File: config.mk
export PLATFORM = sky130hd
export DESIGN_NAME = adc_spi_sampler
export DESIGN_NICKNAME = d
export VERILOG_FILES = /design/src/rtl/adc_spi_sampler.sv
export SDC_FILE = /design/constraint.sdc
export NUM_CORES = 1
export LEC_CHECK = 0
export CAP_MARGIN = 20
export CORE_UTILIZATION = 56
export DETAILED_ROUTE_END_ITERATION = 7
export PLACE_DENSITY = 0.8
export SLEW_MARGIN = 20
export SYNTH_ARGS = -nofsm -noshare
export SYNTH_HDL_FRONTEND = slang
export SYNTH_SLANG_ARGS = --single-unit
File: constraint.sdc
create_clock -name clk -period 3.1 [get_ports clk]
set_input_delay 0.62 -clock clk [delete_from_list [all_inputs] [get_ports clk]]
set_output_delay 0.62 -clock clk [all_outputs]
set_load 0.05 [all_outputs]
File: src/rtl/adc_spi_sampler.sv
`default_nettype none
// ============================================================================
// adc_spi_sampler : periodic trigger + CNV/SCK/SDO reader for a 16-bit ADC
// Revision 1.0 - initial release
// ============================================================================
module adc_spi_sampler #(
  parameter int CLK_DIV     = 2,
  parameter int CONV_CYCLES = 40
) (
  input  logic        clk,
  input  logic        reset,
  input  logic        enable,
  input  logic [15:0] sample_period,
  input  logic        adc_sdo,
  output logic        adc_cnv,
  output logic        adc_sck,
  output logic [15:0] ADC_data,
  output logic        data_valid,
  output logic        overrun
);

  // One timer serves both the conversion wait and the SCK half-periods.
  localparam int TMAX = (CONV_CYCLES > CLK_DIV) ? CONV_CYCLES : CLK_DIV;
  localparam int TW   = (TMAX > 1) ? $clog2(TMAX) : 1;
  localparam logic [TW-1:0] CONV_LAST = TW'(CONV_CYCLES - 1);
  localparam logic [TW-1:0] DIV_LAST  = TW'(CLK_DIV - 1);

  typedef enum logic [1:0] {
    ST_IDLE    = 2'd0,
    ST_CONVERT = 2'd1,
    ST_SHIFT   = 2'd2,
    ST_DONE    = 2'd3
  } state_t;

  state_t          state_q, state_d;
  logic [15:0]     cnt_q, cnt_d;
  logic [TW-1:0]   timer_q, timer_d;
  logic [3:0]      bit_q, bit_d;
  logic            cnv_q, cnv_d;
  logic            sck_q, sck_d;
  logic [15:0]     shift_q, shift_d;
  logic [15:0]     adc_data_q, adc_data_d;
  logic            data_valid_q, data_valid_d;
  logic            overrun_q, overrun_d;
  logic            trigger;

  always_ff @(posedge clk or negedge reset) begin
    if (!reset) begin
      state_q      <= ST_IDLE;
      cnt_q        <= '0;
      timer_q      <= '0;
      bit_q        <= '0;
      cnv_q        <= 1'b0;
      sck_q        <= 1'b0;
      shift_q      <= '0;
      adc_data_q   <= '0;
      data_valid_q <= 1'b0;
      overrun_q    <= 1'b0;
    end else begin
      state_q      <= state_d;
      cnt_q        <= cnt_d;
      timer_q      <= timer_d;
      bit_q        <= bit_d;
      cnv_q        <= cnv_d;
      sck_q        <= sck_d;
      shift_q      <= shift_d;
      adc_data_q   <= adc_data_d;
      data_valid_q <= data_valid_d;
      overrun_q    <= overrun_d;
    end
  end

  always_comb begin
    state_d      = state_q;
    cnt_d        = cnt_q;
    timer_d      = timer_q;
    bit_d        = bit_q;
    cnv_d        = cnv_q;
    sck_d        = sck_q;
    shift_d      = shift_q;
    adc_data_d   = adc_data_q;
    data_valid_d = 1'b0;
    overrun_d    = overrun_q;
    trigger      = 1'b0;

    if (!enable) begin
      cnt_d     = '0;
      overrun_d = 1'b0;
    end else if (sample_period != 16'd0) begin
      if (cnt_q == 16'd0) begin
        trigger = 1'b1;
        cnt_d   = sample_period - 16'd1;
      end else begin
        cnt_d = cnt_q - 16'd1;
      end
    end else begin
      cnt_d = '0;
    end

    // Triggers that land on a busy frame are dropped, only flagged.
    if (trigger && (state_q != ST_IDLE)) begin
      overrun_d = 1'b1;
    end

    case (state_q)
      ST_IDLE: begin
        if (trigger) begin
          state_d = ST_CONVERT;
          cnv_d   = 1'b1;
          timer_d = '0;
        end
      end
      ST_CONVERT: begin
        if (timer_q == CONV_LAST) begin
          state_d = ST_SHIFT;
          cnv_d   = 1'b0;
          sck_d   = 1'b0;
          timer_d = '0;
          bit_d   = '0;
        end else begin
          timer_d = timer_q + TW'(1);
        end
      end
      ST_SHIFT: begin
        if (timer_q == DIV_LAST) begin
          timer_d = '0;
          if (!sck_q) begin
            // SDO is captured on the same edge that raises SCK.
            sck_d   = 1'b1;
            shift_d = {shift_q[14:0], adc_sdo};
          end else begin
            sck_d = 1'b0;
            if (bit_q == 4'd15) begin
              state_d      = ST_DONE;
              adc_data_d   = shift_q;
              data_valid_d = 1'b1;
            end else begin
              bit_d = bit_q + 4'd1;
            end
          end
        end else begin
          timer_d = timer_q + TW'(1);
        end
      end
      ST_DONE: begin
        state_d = ST_IDLE;
      end
      default: begin
        state_d = ST_IDLE;
      end
    endcase
  end

  assign adc_cnv    = cnv_q;
  assign adc_sck    = sck_q;
  assign ADC_data   = adc_data_q;
  assign data_valid = data_valid_q;
  assign overrun    = overrun_q;

endmodule
`default_nettype wire

==> results of run 1 <==
[worst min-delay path by stage]
stage	start	to	slack [ns]
finish	reset	cnt_q[12]$_DFF_PN0_	0.28
global route	reset	cnt_q[12]$_DFF_PN0_	0.33
CTS	reset	cnt_q[12]$_DFF_PN0_	0.30
detailed placement	ADC_data[6]$_DFFE_PN0P_	ADC_data[6]$_DFFE_PN0P_	0.49
global placement	shift_q[15]$_DFFE_PN0P_	ADC_data[15]$_DFFE_PN0P_	0.48
floorplan	reset	ADC_data[0]$_DFFE_PN0P_	0.32
[cell families after synthesis]
logic type      count (synthesis)  synth area share [%]
compound gates                 77                 16.56
fa+ha+maj                       8                 3.052
flops                          64                 48.84
simple gates                   89                 14.38
buf+inv                        23                 2.899
mux                            38                 13.20
xor+xnor                        4                 1.068
[power by group]
part / internal, µW / leakage, µW / switching, µW
Combinational: 723 / 0.000857 / 1000
Clock: 312 / 0.0000845 / 347
Sequential: 1000 / 0.000872 / 169
Total: 2040 / 0.00181 / 1520
[final cells by class]
cell class,count,share of cell area [%]
Timing Repair Buffer,52,12.41
Inverter,11,1.034
Clock inverter,6,1.128
Multi-Input combinational cell,216,39.63
Tap cell,72,2.256
Sequential cell,64,40.10
Clock buffer,10,3.446
[sequential cells by signal, indices dropped and copies added, names as in the netlist]
name        cells
overrun         1
shift_q        16
ADC_data       16
timer_q         6
adc_cnv         1
cnt_q          16
state_q         2
data_valid      1
bit_q           4
adc_sck         1
[placed cells by master, fill, tap and decap left out, types with 6 or more instances in the layout]
cell type         n
buf_4            12
inv_1            11
a21oi_1           9
nand2_1          11
clkbuf_8         10
nor3_1           11
o21ai_0          11
and3_1            6
ha_1              8
dfrtp_1          64
o21a_1            6
a31oi_1          16
nor2_1           25
clkdlybuf4s50_1  38
mux2_2           34
[stage by stage]
stage                     worst slack [ns]  total power, µW  instance area (µm²)  hold WS, ns  utilization [%]
after floorplan                     0.5448             2386                 3279       0.3244                -
after global placement              0.1031             2823                 3811       0.4817            68.37
after detailed placement           0.06071             2867                 3811       0.4920            68.37
after CTS                           0.4304             3536                 3994       0.3037            71.65
after global routing                0.2503             3794                 3994       0.3328            71.65
final                               0.4109             3557                 3994       0.2840            71.65
[routing by layer]
layer,up-vias,part of all wire [%]
met4,0,1.7
li1,1250,-
met1,1308,44
met3,14,5.4
met2,108,49
met5,-,0
==> summary.md, run 1 <==
| Metric | Value |
|---|---|
| Status | `finished clean` |
| Met2 usage | `42.96%` |
| Postcts setup bufs | `0` |
| Reg clk slew, reported paths | `0.08 ns` |
| Core ar. | `0.005574 mm²` |
| Worst setup path endpoint | `timer_q[1]$_DFFE_PN0P_` |
| Clock buffer depth | `2` |
| H-tree depth | `3` |
| Clk_skew | `0.01421 ns` |
| Largest net degree at the start of global routing | `40` |
| Crit Path Category | `input pin to flip-flop` |
| Data required, critical path | `3.33 ns` |
| Clk root buf | `clkbuf_8` |
| Slowest cell delay on critical path | `0.54 ns` |
| Crit end category | `flip-flop` |
| Non-filler cells, final | `431` |
| Tcrit/Tclk final | `86.75%` |
| Max VDD drop | `0.4833 mV` |
| Post-synthesis sequential area ratio | `48.84%` |
| Placed Cells | `415` |
| Ant diodes | `0` |
| Number of global-route vias before repair | `2639` |
| Gr usage total | `26.28%` |
| Mapped Area | `0.003279 mm²` |
| Ys flop type | `dfrtp_1` |
| Share of the synthesized area in the top cell type | `48.84%` |
| Hold WC Path Type | `input pin to async pin` |
| Max-cap violations | `0` |
| Cell count after synthesis | `303` |
| Netlist cell types | `59` |
| Number of cells on the worst reg-to-reg path | `9` |
| Power per cell area | `890.7 mW/mm²` |
| Final Critical Period | `2.689 ns` |
| CTS buffer count | `9` |
| Layout cells sized above 1 | `20.89%` |
| Area of the die | `0.006166 mm²` |
| Congestion Overflow GR | `0` |
| Initial core utilization | `58.83%` |
| Crit path max fanout | `6` |
| Fmax | `371.9 MHz` |
| Average wire per standard cell | `17.19 µm` |
| Crit-path cells | `clkdlybuf4s50_1 > or4_4 > or3_4 > o2111a_2 > or2_1 > mux2_4` |
| Top-count cell post-synth | `dfrtp_1` |
| Setup TNS | `0 ns` |
| Ranking of synthesized cells by area | `dfrtp_1 (49%), mux2_2 (12%), a31oi_1 (3.1%)` |
| Busiest layer in global routing | `met2` |
| Data arrival time of the worst path | `2.92 ns` |
| Fin. max-slew vios | `0` |
| First-pass GRT wire length | `12.35 mm` |
| Initial antenna violation count | `0` |
| Vias/cell | `6.218` |
| CTS resizes | `0` |
| DR pass1 iterations | `4` |
| Area of the multi-input gates | `0.001583 mm²` |
| Cell Rows | `27` |
| Met3 GRT Util | `6.744%` |
| Met1 Track Usage GR | `33.13%` |
| Critical path's top delay family | `simple AND/OR/NAND/NOR gates` |
| DRT iter0 DRCs | `155` |
| Max-slew headroom | `43.76%` |
| Die Span X | `78.53 µm` |
| Antenna Nets Post-Route | `0` |
| Detailed placement HPWL | `5.262 mm` |
| RSZ-0062 raised after global routing | `no` |
| Final Wtd Congestion | `0.9412` |
| Worst slew pin tran | `0.8330 ns` |
| Post-CTS Hold Fix Bufs | `0` |
| Die height | `78.53 µm` |
| EDFF count, synth | `0` |
| I/O pins | `40` |
| Synth warn | `0` |
| CTS tree | `done` |
| Critical path startpoint category | `input pin` |
| Register Area | `0.001602 mm²` |
| Static Leak | `0.001813 µW` |
| Clk Latency, worst-skew pair | `0.35 ns` |
| Port buffer count | `39` |
| FFs w/ async S/R, synth | `100.0%` |
| Number of fill cells in the layout | `415` |
| Instance count on the critical path | `6` |
| Setup violation total in the final timing report | `0` |
| Reg2Reg Capture Point | `cnt_q[12]$_DFF_PN0_` |
| Reg-to-reg critical path startpoint | `cnt_q[0]$_DFF_PN0_` |
| Synth cell count leaders | `dfrtp_1 (64), mux2_2 (34), nor2_1 (25), a31oi_1 (16)` |
| Crit path buf inv count | `1` |
| Flop-to-flop setup slack | `0.45 ns` |
| Layout area overhead | `21.79%` |
| Critical path startpoint | `sample_period[13]` |
| DRC Markers | `0` |
| Mean Syn Cell Area | `10.82 µm²` |
| Leading area contributor after synthesis | `dfrtp_1` |
| CP max-delay cell | `or4_4` |
| Routed via count | `2680` |
| Final wirelength | `7.410 mm` |
| Synth Register Bits | `64` |
| Final #Nets | `382` |
| Clock sink total | `64` |
| Mapped Nets | `331` |
| Hold Vio Cnt, Final | `0` |
No activity file was read; power rests on OpenSTA's default activity.
==> run 2, diff against run 1 <==
--- a/config.mk
+++ b/config.mk
@@ -7,6 +7,7 @@
 export LEC_CHECK = 0
 export CAP_MARGIN = 20
 export CORE_UTILIZATION = 56
+export CTS_CLUSTER_DIAMETER = 80
 export DETAILED_ROUTE_END_ITERATION = 7
 export PLACE_DENSITY = 0.8
 export SLEW_MARGIN = 20
==> results of run 2 <==
Final layout, timing and power as in run 1 (identical DEF).
